--- src/rtl/mccu_hs_if.sv ---
// rtl/mccu_hs_if.sv - decode, memory handshake and datapath control bundle for mccu_hs
interface mccu_hs_if;
   logic [5:0] op;
   logic [5:0] func;
   logic       z;
   logic       mem_ready;
   logic       mem_req;
   logic       wpc;
   logic       wir;
   logic       wmem;
   logic       wreg;
   logic       iord;
   logic       regrt;
   logic       m2reg;
   logic       shift;
   logic       alusrca;
   logic       jal;
   logic       sext;
   logic [3:0] aluc;
   logic [1:0] alusrcb;
   logic [2:0] pcsource;
   logic       wepc;
   logic [1:0] cause;
   logic [2:0] state;

   modport master (
      input  op, func, z, mem_ready,
      output mem_req, wpc, wir, wmem, wreg, iord, regrt, m2reg, shift, alusrca, jal, sext,
             aluc, alusrcb, pcsource, wepc, cause, state
   );

   modport slave (
      output op, func, z, mem_ready,
      input  mem_req, wpc, wir, wmem, wreg, iord, regrt, m2reg, shift, alusrca, jal, sext,
             aluc, alusrcb, pcsource, wepc, cause, state
   );
endinterface

--- src/rtl/mccu_hs.sv ---
// rtl/mccu_hs.sv - multicycle control unit with memory wait states, watchdog and trap state
module mccu_hs #(
   parameter int TRAP_EN  = 1,
   parameter int WAIT_W   = 4,
   parameter int MAX_WAIT = 15
) (
   input logic       clock,
   input logic       resetn,
   mccu_hs_if.master bus
);
   typedef enum logic [2:0] {
      S_IF   = 3'b000,
      S_ID   = 3'b001,
      S_EXE  = 3'b010,
      S_MEM  = 3'b011,
      S_WB   = 3'b100,
      S_TRAP = 3'b101
   } state_t;

   localparam logic [WAIT_W-1:0] WAIT_LIMIT = WAIT_W'(MAX_WAIT);
   localparam logic [WAIT_W-1:0] WAIT_ONE   = WAIT_W'(1);
   localparam logic [WAIT_W-1:0] WAIT_SAT   = '1;
   localparam bit                TIMEOUT_EN = (TRAP_EN != 0) && (MAX_WAIT != 0);

   state_t            st;
   logic [WAIT_W-1:0] wait_cnt;
   logic [1:0]        cause_q;

   wire r_type = (bus.op == 6'b000000);
   wire i_add  = r_type & (bus.func == 6'b100000);
   wire i_sub  = r_type & (bus.func == 6'b100010);
   wire i_and  = r_type & (bus.func == 6'b100100);
   wire i_or   = r_type & (bus.func == 6'b100101);
   wire i_xor  = r_type & (bus.func == 6'b100110);
   wire i_sll  = r_type & (bus.func == 6'b000000);
   wire i_srl  = r_type & (bus.func == 6'b000010);
   wire i_sra  = r_type & (bus.func == 6'b000011);
   wire i_jr   = r_type & (bus.func == 6'b001000);
   wire i_addi = (bus.op == 6'b001000);
   wire i_andi = (bus.op == 6'b001100);
   wire i_ori  = (bus.op == 6'b001101);
   wire i_xori = (bus.op == 6'b001110);
   wire i_lw   = (bus.op == 6'b100011);
   wire i_sw   = (bus.op == 6'b101011);
   wire i_beq  = (bus.op == 6'b000100);
   wire i_bne  = (bus.op == 6'b000101);
   wire i_lui  = (bus.op == 6'b001111);
   wire i_j    = (bus.op == 6'b000010);
   wire i_jal  = (bus.op == 6'b000011);

   wire i_shift    = i_sll | i_srl | i_sra;
   wire i_zext_imm = i_andi | i_ori | i_xori;
   wire i_imm      = i_addi | i_zext_imm | i_lui;
   wire i_jump     = i_j | i_jal | i_jr;
   wire legal      = i_add | i_sub | i_and | i_or | i_xor | i_shift | i_jump | i_imm
                   | i_lw | i_sw | i_beq | i_bne;

   // Branches compare by subtraction; address calculation adds.
   wire [3:0] aluc_dec = {
      i_sra,
      i_sub | i_or | i_srl | i_sra | i_ori | i_lui | i_beq | i_bne,
      i_xor | i_sll | i_srl | i_sra | i_xori | i_lui,
      i_and | i_or | i_sll | i_srl | i_sra | i_andi | i_ori
   };

   wire wait_expired = TIMEOUT_EN && (wait_cnt == WAIT_LIMIT);

   always_ff @(posedge clock or negedge resetn) begin
      if (!resetn) begin
         st       <= S_IF;
         wait_cnt <= '0;
         cause_q  <= 2'b00;
      end else begin
         wait_cnt <= '0;
         case (st)
            S_IF, S_MEM: begin
               // A completing access always wins over an expiring watchdog.
               if (bus.mem_ready) begin
                  if (st == S_IF)
                     st <= S_ID;
                  else if (i_lw)
                     st <= S_WB;
                  else
                     st <= S_IF;
               end else if (wait_expired) begin
                  st      <= S_TRAP;
                  cause_q <= 2'b10;
               end else if (wait_cnt != WAIT_SAT) begin
                  wait_cnt <= wait_cnt + WAIT_ONE;
               end else begin
                  wait_cnt <= wait_cnt;
               end
            end
            S_ID: begin
               if (i_jump) begin
                  st <= S_IF;
               end else if (!legal) begin
                  if (TRAP_EN != 0) begin
                     st      <= S_TRAP;
                     cause_q <= 2'b01;
                  end else begin
                     st <= S_IF;
                  end
               end else begin
                  st <= S_EXE;
               end
            end
            S_EXE: begin
               if (i_beq | i_bne)
                  st <= S_IF;
               else if (i_lw | i_sw)
                  st <= S_MEM;
               else
                  st <= S_WB;
            end
            default: st <= S_IF;
         endcase
      end
   end

   always_comb begin
      bus.mem_req  = 1'b0;
      bus.wpc      = 1'b0;
      bus.wir      = 1'b0;
      bus.wmem     = 1'b0;
      bus.wreg     = 1'b0;
      bus.iord     = 1'b0;
      bus.regrt    = 1'b0;
      bus.m2reg    = 1'b0;
      bus.shift    = 1'b0;
      bus.alusrca  = 1'b0;
      bus.jal      = 1'b0;
      bus.sext     = 1'b1;
      bus.wepc     = 1'b0;
      bus.aluc     = 4'b0000;
      bus.alusrcb  = 2'd0;
      bus.pcsource = 3'd0;
      case (st)
         S_IF: begin
            bus.mem_req = 1'b1;
            bus.alusrca = 1'b1;
            bus.alusrcb = 2'd1;
            bus.wpc     = bus.mem_ready;
            bus.wir     = bus.mem_ready;
         end
         S_ID: begin
            if (i_j | i_jal) begin
               bus.pcsource = 3'd3;
               bus.wpc      = 1'b1;
               bus.jal      = i_jal;
               bus.wreg     = i_jal;
            end else if (i_jr) begin
               bus.pcsource = 3'd2;
               bus.wpc      = 1'b1;
            end else if (legal) begin
               bus.alusrca = 1'b1;
               bus.alusrcb = 2'd3;
            end
         end
         S_EXE: begin
            bus.aluc = aluc_dec;
            if (i_beq | i_bne) begin
               bus.pcsource = 3'd1;
               bus.wpc      = (i_beq & bus.z) | (i_bne & ~bus.z);
            end else if (i_lw | i_sw) begin
               bus.alusrcb = 2'd2;
            end else begin
               bus.shift = i_shift;
               bus.sext  = ~i_zext_imm;
               if (i_imm)
                  bus.alusrcb = 2'd2;
            end
         end
         S_MEM: begin
            bus.mem_req = 1'b1;
            bus.iord    = 1'b1;
            bus.wmem    = i_sw;
         end
         S_WB: begin
            bus.wreg  = 1'b1;
            bus.m2reg = i_lw;
            bus.regrt = i_lw | i_imm;
         end
         S_TRAP: begin
            bus.pcsource = 3'd4;
            bus.wpc      = 1'b1;
            bus.wepc     = 1'b1;
         end
         default: ;
      endcase
   end

   assign bus.state = st;
   assign bus.cause = cause_q;
endmodule

--- src/flat_wrapper.sv ---
// flat-port wrapper written by rule: the top's interface ports become plain ports
module mccu_hs_flat 
#(
   parameter int TRAP_EN  = 1,
   parameter int WAIT_W   = 4,
   parameter int MAX_WAIT = 15
)
  (clock, resetn, bus_op, bus_func, bus_z, bus_mem_ready, bus_mem_req, bus_wpc, bus_wir, bus_wmem, bus_wreg, bus_iord, bus_regrt, bus_m2reg, bus_shift, bus_alusrca, bus_jal, bus_sext, bus_aluc, bus_alusrcb, bus_pcsource, bus_wepc, bus_cause, bus_state);
  mccu_hs_if bus_i ();
  input logic clock;
  input logic resetn;
  input wire logic [$bits(bus_i.op)-1:0] bus_op;
  input wire logic [$bits(bus_i.func)-1:0] bus_func;
  input wire logic [$bits(bus_i.z)-1:0] bus_z;
  input wire logic [$bits(bus_i.mem_ready)-1:0] bus_mem_ready;
  output wire logic [$bits(bus_i.mem_req)-1:0] bus_mem_req;
  output wire logic [$bits(bus_i.wpc)-1:0] bus_wpc;
  output wire logic [$bits(bus_i.wir)-1:0] bus_wir;
  output wire logic [$bits(bus_i.wmem)-1:0] bus_wmem;
  output wire logic [$bits(bus_i.wreg)-1:0] bus_wreg;
  output wire logic [$bits(bus_i.iord)-1:0] bus_iord;
  output wire logic [$bits(bus_i.regrt)-1:0] bus_regrt;
  output wire logic [$bits(bus_i.m2reg)-1:0] bus_m2reg;
  output wire logic [$bits(bus_i.shift)-1:0] bus_shift;
  output wire logic [$bits(bus_i.alusrca)-1:0] bus_alusrca;
  output wire logic [$bits(bus_i.jal)-1:0] bus_jal;
  output wire logic [$bits(bus_i.sext)-1:0] bus_sext;
  output wire logic [$bits(bus_i.aluc)-1:0] bus_aluc;
  output wire logic [$bits(bus_i.alusrcb)-1:0] bus_alusrcb;
  output wire logic [$bits(bus_i.pcsource)-1:0] bus_pcsource;
  output wire logic [$bits(bus_i.wepc)-1:0] bus_wepc;
  output wire logic [$bits(bus_i.cause)-1:0] bus_cause;
  output wire logic [$bits(bus_i.state)-1:0] bus_state;
  assign bus_i.op = bus_op;
  assign bus_i.func = bus_func;
  assign bus_i.z = bus_z;
  assign bus_i.mem_ready = bus_mem_ready;
  assign bus_mem_req = bus_i.mem_req;
  assign bus_wpc = bus_i.wpc;
  assign bus_wir = bus_i.wir;
  assign bus_wmem = bus_i.wmem;
  assign bus_wreg = bus_i.wreg;
  assign bus_iord = bus_i.iord;
  assign bus_regrt = bus_i.regrt;
  assign bus_m2reg = bus_i.m2reg;
  assign bus_shift = bus_i.shift;
  assign bus_alusrca = bus_i.alusrca;
  assign bus_jal = bus_i.jal;
  assign bus_sext = bus_i.sext;
  assign bus_aluc = bus_i.aluc;
  assign bus_alusrcb = bus_i.alusrcb;
  assign bus_pcsource = bus_i.pcsource;
  assign bus_wepc = bus_i.wepc;
  assign bus_cause = bus_i.cause;
  assign bus_state = bus_i.state;
  mccu_hs #(.TRAP_EN(TRAP_EN), .WAIT_W(WAIT_W), .MAX_WAIT(MAX_WAIT)) u_core (.clock(clock), .resetn(resetn), .bus(bus_i));
endmodule
--- config.mk ---
export PLATFORM = sky130hd
export DESIGN_NAME = mccu_hs_flat
export DESIGN_NICKNAME = d
export VERILOG_FILES = /design/src/rtl/mccu_hs_if.sv /design/src/rtl/mccu_hs.sv /design/src/flat_wrapper.sv
export SDC_FILE = /design/constraint.sdc
export NUM_CORES = 1
export LEC_CHECK = 0
export CAP_MARGIN = 20
export CELL_PAD_IN_SITES_DETAIL_PLACEMENT = 1
export CELL_PAD_IN_SITES_GLOBAL_PLACEMENT = 2
export CORE_UTILIZATION = 23
export CTS_CLUSTER_SIZE = 10
export DETAILED_ROUTE_END_ITERATION = 16
export PLACE_DENSITY = 0.95
export SETUP_SLACK_MARGIN = 0.2
export SYNTH_ARGS = -nofsm -noshare
export SYNTH_HDL_FRONTEND = slang
export SYNTH_SLANG_ARGS = --single-unit
--- constraint.sdc ---
create_clock -name clock -period 4.7 [get_ports clock]
set_clock_uncertainty 0.2 [all_clocks]
set_input_delay 1.175 -clock clock [delete_from_list [all_inputs] [get_ports clock]]
set_output_delay 1.175 -clock clock [all_outputs]
set_load 0.05 [all_outputs]
==> flow_summary.yaml, run 1 <==
clock_network:
  numCtsBuffers: 3
  path_clk_slew_ps: 40
  cts_tree: "done"
  cts.sinks: 9
  htree_levels: 1
  cts_hold_buf: 0
  worstSkewPairLatency_ps: 230
  clock-root-buffer: "clkbuf_8"
  clock_path_buffers: 2
synthesis:
  ys_async_sr_fraction_pct: 100
  syn_area_per_cell_sq_um: 7.28
  synth_ff_type: "dfrtp_1"
  syn_area_sq_um: 940
  syn_nets: 146
  synth_common_cells: "18 x nor2_1, 13 x nand2_1, 9 x dfrtp_1, 9 x nand2b_1, 9 x o21ai_0"
  synth_top_area_cell: "dfrtp_1"
  synthCells: 129
  synthMostInstantiatedCell: "nor2_1"
  synth_edf_count: 0
  ys_warn_count: 0
  ys_ff_latch: 9
  synth_area_leaders: "dfrtp_1 24%, nor2_1 7.2%, nand2b_1 6.0%"
  yosysTopAreaCellShare_pct: 24.0
  yosysUniqueCellTypes: 39
  yosysSeqAreaShare_pct: 24.0
critical_path:
  path_max_fanout: 6
  worstPathRequired_ps: 3320
  crit_type: "in -> out"
  r2r_setup_slack_ps: 2570
  reg2regPathDepth: 4
  end_kind: "output port"
  cp-start-kind: "input pin"
  cp.arrival_ps: 3030
drt:
  drtPass1Iterations: 4
  routed_wl_um: 3770
  antenna_left: 0
  drt-initial-drc-count: 46
  via_per_inst: 5.24
  drc: 0
  dr_total_vias: 1222
  wire_per_inst_um: 16.2
power:
  p_leak_nw: 0.710
  total_power_w: 0.000698
  combPwrFrac_pct: 67.8
  p_clk_share_pct: 12.8
  ir_worst_vdd_mv: 0.122
  netSwitchingFraction_pct: 49.4
  p_switching_w: 0.000345
  internal_power_w: 0.000353
  p_per_area_mw_per_mm2: 396
  seq_power_share_pct: 19.4
timing:
  maxSlewViolCount: 0
  whs_ps: 259
  rsz0062_at_grt: "false"
  fmax_mhz: 227
  setup_slack_ps: 291
  period_needed_ps: 4410
  setup_viol: 0
  worst_pin_slew_ps: 635
  relSlewSlack_pct: 57.3
  setup_tns_ps: 0
  final_hold_viol_count: 0
  period_share_pct: 93.8
outcome:
  outcome: "finished clean"
grt:
  grt_max_degree: 18
  grt_pass1_wl_um: 6420
  gr-usage-all-layers_pct: 19.0
  antenna_found_initial: 0
  grt_overflow: 0
  grt_pass1_vias: 1289
run:
  maxCapViolations: 0
place:
  port_buffers: 42
  post-place-ws_ps: -20.7
  gp_congestion: 0.859
  dp_hpwl_um: 3000
hold_path:
  holdPathStages: 1
  hold_path.class: "reg -> reg"
finish:
  syn2layout_area_growth_pct: 87.6
  utilization_pct: 46.4
  nNetsFinal: 203
  drive_above_1_share_pct: 26.5
  antenna_cells: 0
floorplan:
  fp.coreArea_sq_mm: 0.00380
  dieArea_sq_mm: 0.00434
  start_util_pct: 24.7
  core.rowCount: 22
  die_w_um: 65.9
  die_y_um: 65.9
  ioPinCount: 43
## repair_timing
item | in CTS | in global routing
pin swaps | 4 | 3
buffers inserted | 2 | 0
endpoints found under the setup margin | 8 | 4
gates resized for setup | 9 | 6
## metrics by stage
| step | cells | area, sq um |
|---|---|---|
| floorplan | 129 | 951 |
| global placement | 227 | 1680 |
| detailed placement | 227 | 1680 |
| CTS | 233 | 1740 |
| global route | 233 | 1760 |
| finish | 233 | 1760 |
## final timing paths
path                                                       from                         endpoint
worst min register to register     u_core.wait_cnt[0]$_DFF_PN0_     u_core.wait_cnt[0]$_DFF_PN0_
worst min-delay path               u_core.wait_cnt[0]$_DFF_PN0_     u_core.wait_cnt[0]$_DFF_PN0_
worst max-delay path                                  bus_op[3]                   bus_alusrcb[0]
max in group asynchronous                                resetn  u_core.bus.state[1]$_DFFE_PN0P_
worst max register to register  u_core.bus.state[0]$_DFFE_PN0P_  u_core.bus.state[2]$_DFFE_PN0P_
min in group asynchronous                                resetn  u_core.bus.cause[0]$_DFFE_PN0P_
## power groups by stage
stage                clock, W  sequential, W  combinational (W)
floorplan                   0       0.000137           0.000248
global placement            0       0.000130           0.000454
detailed placement          0       0.000133           0.000463
CTS                 0.0000919       0.000133           0.000469
global route        0.0000953       0.000139           0.000498
finish              0.0000895       0.000135           0.000473
## placed cells by master, fill, tap and decap left out, types with 6 or more instances in the layout
cell type and count:
clkdlybuf4s50_1 18, a21oi_1 8, nor3_1 6, buf_4 16
o21ai_0 8, nand2_1 13, dfrtp_1 9, nor2_1 18
buf_12 17, nand2b_1 9
## registers in the layout (all words and copies together), names as in the netlist
name,cells
u_core.wait_cnt,4
u_core.bus.state,3
u_core.bus.cause,2
## metal layers
layer / routed length [um] / global-route usage, %
met5: 0 / 0
met4: 34 / 4.62
met3: 162 / 1.55
met2: 1870 / 32.7
met1: 1710 / 25.4
## logic make-up after synthesis
group | Yosys count | share of synthesized area, %
simple gates | 76 | 45.1
buf+inv | 8 | 4.13
compound gates | 32 | 22.6
fa+ha+maj | 1 | 1.33
flops | 9 | 24.0
xor+xnor | 3 | 2.80
## area by class of cell
| class | instances | area (sq um) |
|---|---|---|
| tap | 48 | 60.1 |
| sequential | 9 | 225 |
| clock buffer | 4 | 45.0 |
| fill | 446 | 2040 |
| timing repair buffer | 59 | 723 |
| inverter | 1 | 3.75 |
| multi-input combinational | 112 | 706 |
## critical path, stage by stage
cell and delay, ps:
clkdlybuf4s15_2 230, or4_4 580, nor4b_4 320, o21ai_2 150
a311oi_2 290, buf_4 160, buf_12 120
Note: power is estimated with default switching activity, not from simulation.
==> run 2, diff against run 1 <==
SLEW_MARGIN = 5   (was not set)
==> results of run 2 <==
Same layout as run 1: the final DEF is identical, and so are final timing and power.
==> run 3, diff against run 2 <==
ABC_AREA = 1   (was not set)
CAP_MARGIN = 30   (was 20)
CORE_MARGIN = 4   (was not set)
==> run 3 against run 2 <==
  * Worst hold slack worse by 3.1 ps
  * Setup slack better by 50 ps
  * Clock power up 2%
  * Non-clock buffer count down 16
  * Largest cell class is now multi-input combinational cells
  * Largest power group unchanged
  * Highest routed layer unchanged
==> flow_summary.yaml, run 3 <==
outcome:
  outcome: "finished clean"
synthesis:
  ys_ff_latch: 9
  yosysTopAreaCellShare_pct: 22.3
  syn_area_sq_mm: 0.00101
  syn_nets: 174
  synthCells: 157
  ys_warn_count: 0
  synth_top_area_cell: "dfrtp_1"
  synthMostInstantiatedCell: "nand2_1"
  synth_ff_type: "dfrtp_1"
  yosysUniqueCellTypes: 25
  synth_area_leaders: "dfrtp_1 22%, nand2_1 9.7%, nor2_1 8.9%"
  synth_edf_count: 0
  ys_async_sr_fraction_pct: 100
  synth_common_cells: "26 x nand2_1, 24 x nor2_1, 22 x inv_1"
  syn_area_per_cell_sq_um: 6.44
  yosysSeqAreaShare_pct: 22.3
critical_path:
  cp-start-kind: "input pin"
  end_kind: "output port"
  cp.arrival_ps: 2980
  crit_type: "in -> out"
  path_max_fanout: 5
  worstPathRequired_ps: 3320
floorplan:
  core.rowCount: 23
  die_y_um: 74.3
  ioPinCount: 43
  die_w_um: 74.3
  dieArea_sq_mm: 0.00552
  start_util_pct: 24.6
  fp.coreArea_sq_mm: 0.00412
power:
  internal_power_w: 0.000361
  p_switching_w: 0.000433
  p_leak_nw: 0.758
  netSwitchingFraction_pct: 54.5
  seq_power_share_pct: 16.3
  p_clk_share_pct: 11.4
  ir_worst_vdd_mv: 0.287
  combPwrFrac_pct: 72.2
  p_per_area_mw_per_mm2: 490
clock_network:
  numCtsBuffers: 3
  cts_resized: 0
  post-cts-setup-buffers: 0
  clock_path_buffers: 2
  cts_tree: "done"
  path_clk_slew_ps: 50
  htree_levels: 1
  clock-root-buffer: "clkbuf_8"
  cts.sinks: 9
  worstSkewPairLatency_ps: 240
  cts_hold_buf: 0
place:
  port_buffers: 42
  place_inst: 249
  gp_congestion: 0.760
  dp_hpwl_um: 2860
  post-place-ws_ps: 364
drt:
  wire_per_inst_um: 13.2
  dr_total_vias: 1192
  routed_wl_um: 3330
  drc: 0
  antenna_left: 0
  via_per_inst: 4.71
  drt-initial-drc-count: 39
  drtPass1Iterations: 4
timing:
  period_share_pct: 92.8
  worst_pin_slew_ps: 512
  period_needed_ps: 4360
  fmax_mhz: 229
  setup_viol: 0
  rsz0062_at_grt: "false"
  setup_tns_ps: 0
  relSlewSlack_pct: 65.7
  setup_slack_ps: 340
  maxSlewViolCount: 0
  final_hold_viol_count: 0
grt:
  gr-usage-all-layers_pct: 12.9
  grt_pass1_vias: 1242
  grt_pass1_wl_um: 5670
  antenna_found_initial: 0
  grt_max_degree: 10
  grt_overflow: 0
run:
  maxCapViolations: 0
finish:
  nNetsFinal: 221
  drive_above_1_share_pct: 24.6
  final_common_cell: "clkdlybuf4s50_1"
  syn2layout_area_growth_pct: 60.3
  top_register: "u_core.wait_cnt"
  antenna_cells: 0
  post_layout_nonfiller_instances: 253
  final_cell_mix: "27 x clkdlybuf4s50_1, 26 x nand2_1, 24 x nor2_1, 22 x inv_1, 14 x nand3_1"
  largest_reg_flops: 4
hold_path:
  hold_path.class: "reg -> reg"
-- run 3: critical path, cell delays in order --
cell and delay (ps):
clkdlybuf4s50_1 490, nor2_4 170, nand4_1 180, nor2_1 150, clkdlybuf4s50_1 830
-- run 3: cell type report --
class | count | area, sq um
flip-flops and latches | 9 | 225
fillers | 542 | 2490
inverters | 27 | 101
repair buffers | 43 | 503
well taps | 50 | 62.6
multi-input cells | 120 | 683
clock buffers | 4 | 45.0
-- run 3: path summary, 6_finish.rpt --
kind | from | slack (ps) | endpoint | cells after the start
max | bus_op[2] | 340 | bus_jal | 5
min | u_core.wait_cnt[0]$_DFF_PN0_ | 260 | u_core.wait_cnt[0]$_DFF_PN0_ | 1
max reg2reg | u_core.bus.state[2]$_DFFE_PN0P_ | 2890 | u_core.bus.cause[0]$_DFFE_PN0P_ | 8
min reg2reg | u_core.wait_cnt[0]$_DFF_PN0_ | 260 | u_core.wait_cnt[0]$_DFF_PN0_ | 1
max in group asynchronous | resetn | 2970 | u_core.wait_cnt[3]$_DFF_PN0_ | 1
min in group asynchronous | resetn | 1040 | u_core.bus.state[2]$_DFFE_PN0P_ | 1
-- run 3: logic make-up after synthesis --
logic type / after synthesis / synth area share, %
AO/OA/AOI/OAI: 16 / 10.6
XOR/XNOR: 2 / 1.73
adder cells (fa/ha/maj): 1 / 1.24
buffers and inverters: 28 / 10.8
flip-flops: 9 / 22.3
AND/OR/NAND/NOR: 101 / 53.3
-- run 3: layer usage --
layer  vias up  global-route usage [%]  part of all wire, %
li1        600                       -                    -
met1       559                    17.1                   47
met2        27                    21.7                   48
met3         6                    2.16                  3.6
met4         0                    3.56                  1.2
met5         -                       0                    0
-- run 3: power groups by stage --
stage	registers (W)	clock network [W]	logic, W
floorplan	0.000190	0	0.000301
global placement	0.000132	0	0.000572
detailed placement	0.000131	0	0.000580
CTS	0.000131	0.0000950	0.000583
global route	0.000135	0.0000996	0.000614
finish	0.000130	0.0000910	0.000574
-- run 3: stage by stage --
| step | power (W) | hold WS (ps) | area, sq um | util, % |
|---|---|---|---|---|
| 6_report | 0.000795 | 256 | 1620 | 39.4 |
| 5_1_grt | 0.000849 | 290 | 1620 | 39.4 |
| 4_1_cts | 0.000809 | 266 | 1620 | 39.4 |
| 3_5_place_dp | 0.000711 | 259 | 1580 | 38.3 |
| 3_3_place_gp | 0.000703 | 254 | 1580 | 38.3 |
| 2_1_floorplan | 0.000492 | 230 | 1020 | - |
